==> src/rtl/jarch_stack_pkg.sv <==
// Constants and operation encoding shared by the hardware stack and the register file.
package jarch_stack_pkg;

    localparam logic [7:0] STACK_TOP_REG    = 8'h20;
    localparam logic [7:0] STACK_AMOUNT_REG = 8'h21;

    localparam int STACK_DEPTH_DEF    = 64;
    localparam int STACK_DATA_W_DEF   = 32;
    localparam int STACK_AMOUNT_W_DEF = 16;

    typedef enum logic [1:0] {
        NONE    = 2'd0,
        PUSH    = 2'd1,
        POP     = 2'd2,
        REPLACE = 2'd3
    } stack_op;

endpackage

==> src/rtl/stack_mem.sv <==
// Stack storage: one write port on the falling edge, combinational top read and optional peek read.
import jarch_stack_pkg::*;

module stack_mem #(
    parameter int DEPTH  = STACK_DEPTH_DEF,
    parameter int DATA_W = STACK_DATA_W_DEF
) (
    input  logic                       clock,
    input  logic                       wr_en,
    input  logic [$clog2(DEPTH)-1:0]   wr_addr,
    input  logic [DATA_W-1:0]          wr_data,
`ifdef HW_STACK_PEEK_EN
    input  logic [$clog2(DEPTH)-1:0]   peek_addr,
    output logic [DATA_W-1:0]          peek_data,
`endif
    input  logic [$clog2(DEPTH)-1:0]   top_addr,
    output logic [DATA_W-1:0]          top_data
);

    logic [DATA_W-1:0] mem [DEPTH];

    // Contents are deliberately not reset; the pointer alone defines validity.
    always_ff @(negedge clock) begin
        if (wr_en) begin
            mem[wr_addr] <= wr_data;
        end
    end

    assign top_data = mem[top_addr];

`ifdef HW_STACK_PEEK_EN
    assign peek_data = mem[peek_addr];
`endif

endmodule

==> src/rtl/hardware_stack.sv <==
// LIFO behind the register-file stack port; updates on the falling edge, top visible with zero latency.
// No back-pressure: every push/pop completes in one cycle. HW_STACK_PEEK_EN adds a registered peek port.
import jarch_stack_pkg::*;

module hardware_stack #(
    parameter int DEPTH    = STACK_DEPTH_DEF,
    parameter int DATA_W   = STACK_DATA_W_DEF,
    parameter int AMOUNT_W = STACK_AMOUNT_W_DEF
) (
    input  logic                clock,
    input  logic                init,
    input  logic                STACK_push_flag,
    input  logic [DATA_W-1:0]   STACK_push_value,
    input  logic                STACK_pop_flag,
    input  logic                STACK_clear_err,
`ifdef HW_STACK_PEEK_EN
    input  logic [AMOUNT_W-1:0] STACK_peek_index,
    output logic [DATA_W-1:0]   STACK_peek_data,
`endif
    output logic [DATA_W-1:0]   STACK_TOP,
    output logic [AMOUNT_W-1:0] STACK_AMOUNT,
    output logic                STACK_full,
    output logic                STACK_empty,
    output logic                STACK_overflow,
    output logic                STACK_underflow
);

    localparam int SP_W = AMOUNT_W + 1;
    localparam int AW   = $clog2(DEPTH);
    localparam logic [SP_W-1:0] SP_FULL = SP_W'(DEPTH);

    logic [SP_W-1:0]   sp;
    logic              is_empty;
    logic              is_full;
    stack_op           op;
    logic              wr_en;
    logic [AW-1:0]     wr_addr;
    logic [AW-1:0]     top_addr;
    logic [DATA_W-1:0] top_data;

    assign is_empty = (sp == '0);
    assign is_full  = (sp == SP_FULL);

    // Push+pop on an empty stack degenerates to a plain push.
    always_comb begin
        op = NONE;
        unique case ({STACK_push_flag, STACK_pop_flag})
            2'b10:   op = PUSH;
            2'b01:   op = POP;
            2'b11:   op = is_empty ? PUSH : REPLACE;
            default: op = NONE;
        endcase
    end

    assign top_addr = AW'(sp - SP_W'(1));
    assign wr_en    = ((op == PUSH) && !is_full) || (op == REPLACE);
    assign wr_addr  = (op == PUSH) ? AW'(sp) : top_addr;

    always_ff @(negedge clock or negedge init) begin
        if (!init) begin
            sp              <= '0;
            STACK_overflow  <= 1'b0;
            STACK_underflow <= 1'b0;
        end else begin
            case (op)
                PUSH:    if (!is_full)  sp <= sp + SP_W'(1);
                POP:     if (!is_empty) sp <= sp - SP_W'(1);
                default: ;
            endcase
            // A fresh error on the clearing edge keeps its flag set.
            STACK_overflow  <= (STACK_overflow  & ~STACK_clear_err) | ((op == PUSH) && is_full);
            STACK_underflow <= (STACK_underflow & ~STACK_clear_err) | ((op == POP)  && is_empty);
        end
    end

`ifdef HW_STACK_PEEK_EN
    logic [SP_W-1:0]   peek_ext;
    logic              peek_hit;
    logic [AW-1:0]     peek_addr;
    logic [DATA_W-1:0] peek_rd;

    assign peek_ext  = {1'b0, STACK_peek_index};
    assign peek_hit  = (peek_ext < sp);
    assign peek_addr = AW'(sp - SP_W'(1) - peek_ext);

    always_ff @(negedge clock or negedge init) begin
        if (!init) begin
            STACK_peek_data <= '0;
        end else begin
            STACK_peek_data <= peek_hit ? peek_rd : '0;
        end
    end
`endif

    stack_mem #(
        .DEPTH  (DEPTH),
        .DATA_W (DATA_W)
    ) u_mem (
        .clock     (clock),
        .wr_en     (wr_en),
        .wr_addr   (wr_addr),
        .wr_data   (STACK_push_value),
`ifdef HW_STACK_PEEK_EN
        .peek_addr (peek_addr),
        .peek_data (peek_rd),
`endif
        .top_addr  (top_addr),
        .top_data  (top_data)
    );

    assign STACK_TOP    = is_empty ? '0 : top_data;
    assign STACK_AMOUNT = sp[AMOUNT_W-1:0];
    assign STACK_full   = is_full;
    assign STACK_empty  = is_empty;

endmodule

==> config.mk <==
export PLATFORM = sky130hd
export DESIGN_NAME = hardware_stack
export DESIGN_NICKNAME = d
export VERILOG_FILES = /design/src/rtl/jarch_stack_pkg.sv /design/src/rtl/stack_mem.sv /design/src/rtl/hardware_stack.sv
export SDC_FILE = /design/constraint.sdc
export NUM_CORES = 2
export LEC_CHECK = 0
export CORE_MARGIN = 2
export CORE_UTILIZATION = 40
export CTS_CLUSTER_DIAMETER = 80
export DETAILED_ROUTE_END_ITERATION = 12
export PLACE_DENSITY = 0.61
export SYNTH_ARGS = -nofsm -noshare
export SYNTH_HDL_FRONTEND = slang
export SYNTH_SLANG_ARGS = --single-unit
==> constraint.sdc <==
create_clock -name clock -period 10.2 [get_ports clock]
set_input_delay 2.04 -clock clock [delete_from_list [all_inputs] [get_ports clock]]
set_output_delay 2.04 -clock clock [all_outputs]
set_load 0.02 [all_outputs]
==> impl_metrics.py <==
metrics = {
    "status": {
        "status": "finished with violations",
        "failed_checks": "negative setup slack",
    },
    "power": {
        "power_frac_clock_pct": 30.8,
        "p_sw_share_pct": 37.4,
        "intPower_mw": 22.3,
        "p_total_mw": 35.7,
        "leakagePower_nw": 42.6,
        "share_comb_of_total_power_pct": 41.4,
        "vdd.ir_drop.worst_mv": 0.260,
        "power_density_nw_per_um2": 338,
        "power.switching_mw": 13.3,
        "seq_power_share_pct": 27.8,
    },
    "synth": {
        "synth_cells": 3599,
        "yosys-top-cells-area": "sky130_fd_sc_hd__edfxtp_1 77%, sky130_fd_sc_hd__mux4_2 15%, sky130_fd_sc_hd__mux2i_1 1.3%",
        "yosys_warning_total": 0,
        "mappedNetlistNets": 3639,
        "synth_top_area_cell": "sky130_fd_sc_hd__edfxtp_1",
        "yosys_register_bits": 2067,
        "syn_area_um2": 80100,
        "synth_top_area_share_pct": 76.8,
        "ys_types": 65,
        "dominantRegCellSynth": "sky130_fd_sc_hd__edfxtp_1",
        "synth_edf_count": 2048,
        "syn_area_per_cell_um2": 22.2,
        "yosysSeqAreaShare_pct": 77.4,
        "asyncSetResetFlopFracSynth_pct": 0.919,
    },
    "layout": {
        "count_of_nets_after_finishing": 6263,
        "multi_input_comb_area_um2": 18300,
        "final_core_util_pct": 53.1,
        "area.sequential_um2": 62000,
        "flow.area_growth_from_synthesis_pct": 32.0,
        "drive_above_1_share_pct": 25.5,
        "fillerInstances": 15700,
    },
    "timing": {
        "setup-tns-final_ns": -21.52,
        "worst_slack_ns": -0.756,
        "maxSlewViolCount": 0,
        "timing.slew.headroom_pct": 17.6,
        "clock_skew_ns": 0.0848,
        "grt_setup_unrepaired": "yes",
        "slew_worst_pin_ns": 1.24,
        "hold_viol": 0,
        "final-setup-viol-count": 32,
    },
    "worst_setup_path": {
        "timing.critical_path.required_ns": 8.16,
        "path_class": "flop to output pin",
        "r2r_setup_slack_ns": 6.29,
        "critical_path_arrival_ns": 8.92,
        "crit_path_max_fo": 7,
        "worstSetupEndpointType": "output pin",
        "cp-start-kind": "flop",
    },
    "die": {
        "design.core.area_um2": 199000,
        "io_pins": 89,
        "std_cell_rows": 164,
        "floorplan.die.width_um": 451,
        "initial_cell_density_of_the_core_pct": 40.2,
        "fp.dieArea_um2": 204000,
        "die-height_um": 451,
    },
    "cts": {
        "clockBufferDepth": 3,
        "clock_tree_from_tritoncts": "done",
        "clock_tree.root_cell": "sky130_fd_sc_hd__clkbuf_16",
        "cts-htree-levels": 4,
        "worst_skew_pair.late_latency_ns": 0.84,
        "clk_transition_reported_paths_ns": 0.05,
        "numCtsBuffers": 205,
        "cts_sinks": 2067,
        "hold_buf_count_cts": 0,
    },
    "placed_design": {
        "dp_worst_setup_slack_ns": -0.623,
        "port_buffers": 88,
        "gp_routability_congestion": 0.919,
        "detailedPlacementHpwl_mm": 132,
    },
    "global_routing": {
        "grt_antenna_before_repair": 11,
        "overflow": 0,
        "global_route.usage.total_pct": 22.7,
        "grt_pass1_wl_mm": 332,
        "grt_pass1_vias": 52600,
        "largest_net_degree_at_the_start_of_global_routing": 65,
    },
    "drt": {
        "wirelength_mm": 233,
        "num_vias": 48500,
        "post-route-drc-count": 0,
        "firstDrtPassIters": 6,
        "avgViaCountPerCell": 5.35,
        "route.antenna.remaining_nets": 0,
        "wire_per_inst_um": 25.7,
        "detail_route.iter0.violations": 5380,
    },
    "job": {
        "timing.max_cap.violations": 0,
    },
    "worst_hold_path": {
        "holdCritPathClass": "flop to flop",
    },
}
==> sequential cells by signal, indices dropped and copies added, names as in the netlist <==
signal,cells
STACK_overflow,1
STACK_underflow,1
sp,17
u_mem.mem,2048
==> layout make-up <==
class / count / area share [%]
flip-flops and latches: 2067 / 58.6
multi-input cells: 1301 / 17.3
clock inverters: 2218 / 9.00
repair buffers: 592 / 6.94
clock buffers: 209 / 4.93
well taps: 2656 / 3.14
inverters: 8 / 0.0284
diodes: 11 / 0.0260
==> Yosys cell counts (8+ instances only) <==
library cell	count
sky130_fd_sc_hd__dfrtn_1	19
sky130_fd_sc_hd__and3_1	9
sky130_fd_sc_hd__a21oi_1	24
sky130_fd_sc_hd__xor2_1	10
sky130_fd_sc_hd__buf_2	82
sky130_fd_sc_hd__buf_1	13
sky130_fd_sc_hd__nor3_1	20
sky130_fd_sc_hd__nor2_1	70
sky130_fd_sc_hd__clkbuf_1	98
sky130_fd_sc_hd__buf_4	25
sky130_fd_sc_hd__a32o_1	33
sky130_fd_sc_hd__mux4_2	542
sky130_fd_sc_hd__nand3_1	76
sky130_fd_sc_hd__o21ai_1	8
sky130_fd_sc_hd__nand2_1	221
sky130_fd_sc_hd__mux2i_1	100
sky130_fd_sc_hd__inv_1	8
sky130_fd_sc_hd__o2111ai_1	30
sky130_fd_sc_hd__edfxtp_1	2048
sky130_fd_sc_hd__xnor2_1	9
sky130_fd_sc_hd__a221o_1	29
sky130_fd_sc_hd__o21ai_0	28
==> routing by layer <==
metal / up-vias / global-route usage (%) / wire length [µm]
met3: 362 / 6.20 / 18400
met4: 8 / 13.4 / 9460
li1: 20500 / - / -
met1: 25300 / 28.7 / 90700
met2: 2247 / 35.3 / 115000
met5: - / 0 / 48
==> worst max-delay path: stages (launching register included) <==
cell                        delay, ns
sky130_fd_sc_hd__dfrtn_1         0.50
sky130_fd_sc_hd__inv_2           0.08
sky130_fd_sc_hd__ha_4            0.31
sky130_fd_sc_hd__buf_12          0.13
sky130_fd_sc_hd__buf_16          0.15
sky130_fd_sc_hd__buf_16          0.15
sky130_fd_sc_hd__buf_12          0.14
sky130_fd_sc_hd__mux4_2          0.31
sky130_fd_sc_hd__mux4_2          0.57
sky130_fd_sc_hd__o2111ai_2       0.24
sky130_fd_sc_hd__buf_6           0.19
sky130_fd_sc_hd__o21ai_4         0.10
sky130_fd_sc_hd__buf_6           0.15
==> placed cells by master (no fill, tap or decap), types with 11 or more instances in the layout <==
master and count:
sky130_fd_sc_hd__buf_16 25, sky130_fd_sc_hd__inv_4 15, sky130_fd_sc_hd__clkinvlp_2 52, sky130_fd_sc_hd__a32o_1 17, sky130_fd_sc_hd__mux4_2 542, sky130_fd_sc_hd__dfrtn_1 19
sky130_fd_sc_hd__nor2_4 53, sky130_fd_sc_hd__a221o_1 25, sky130_fd_sc_hd__clkdlybuf4s50_1 22, sky130_fd_sc_hd__edfxtp_1 2048, sky130_fd_sc_hd__o21ai_2 11, sky130_fd_sc_hd__nor3_1 13
sky130_fd_sc_hd__a32o_2 16, sky130_fd_sc_hd__o21ai_4 23, sky130_fd_sc_hd__nor3_4 11, sky130_fd_sc_hd__bufinv_16 35, sky130_fd_sc_hd__clkbuf_16 212, sky130_fd_sc_hd__nand2_1 220
sky130_fd_sc_hd__a21oi_1 24, sky130_fd_sc_hd__o2111ai_2 19, sky130_fd_sc_hd__nor2_1 15, sky130_fd_sc_hd__buf_4 269, sky130_fd_sc_hd__buf_2 33, sky130_fd_sc_hd__buf_12 142
sky130_fd_sc_hd__nand3_1 68, sky130_fd_sc_hd__diode_2 11, sky130_fd_sc_hd__buf_6 77, sky130_fd_sc_hd__mux2i_1 96, sky130_fd_sc_hd__inv_1 2101
==> per-stage QoR <==
| stage | cells | hold WS [ns] | instance area (µm²) |
|---|---|---|---|
| after floorplan | 3599 | 0.399 | 80300 |
| after global placement | 6531 | 0.424 | 88400 |
| after detailed placement | 6531 | 0.445 | 88400 |
| after CTS | 9029 | 0.450 | 105000 |
| after global routing | 9053 | 0.489 | 106000 |
| final | 9062 | 0.446 | 106000 |
==> path summary, 6_finish.rpt <==
path / startpoint / endpoint / depth (start not counted)
worst max-delay path: sp[0]$_DFFE_NN0P_ / STACK_TOP[17] / 12
worst min-delay path: sp[16]$_DFFE_NN0P_ / sp[16]$_DFFE_NN0P_ / 1
worst max register to register: sp[0]$_DFFE_NN0P_ / u_mem.mem[59][30]$_DFFE_NP_ / 15
worst min register to register: sp[16]$_DFFE_NN0P_ / sp[16]$_DFFE_NN0P_ / 1
max in group asynchronous: init / sp[11]$_DFFE_NN0P_ / 1
min in group asynchronous: init / sp[0]$_DFFE_NN0P_ / 1
==> power groups by stage <==
stage	combinational (mW)	sequential, mW	clock, mW
CTS	14.4	9.90	11.3
global route	15.3	9.91	12.3
global placement	12.6	9.99	1.19
floorplan	6.92	9.99	1.19
finish	14.8	9.91	11.0
detailed placement	12.6	10.0	1.19
==> cells by family after synthesis <==
kind of cell	share of synthesized area (%)
AO/OA/AOI/OAI	2.09
XOR/XNOR	0.242
adder cells (fa/ha/maj)	0.0469
buffers and inverters	1.37
flip-flops	77.4
multiplexers	16.5
AND/OR/NAND/NOR	2.33
==> repair_timing <==
item | CTS | global route
pin swaps | 41 | 18
hold endpoints to repair | 0 | 0
setup buffers | 58 | 19
cloned | 16 | 4
endpoints found under the setup margin | 34 | 34
resized for setup | 313 | 36
Power figures use the tool's default switching activity.
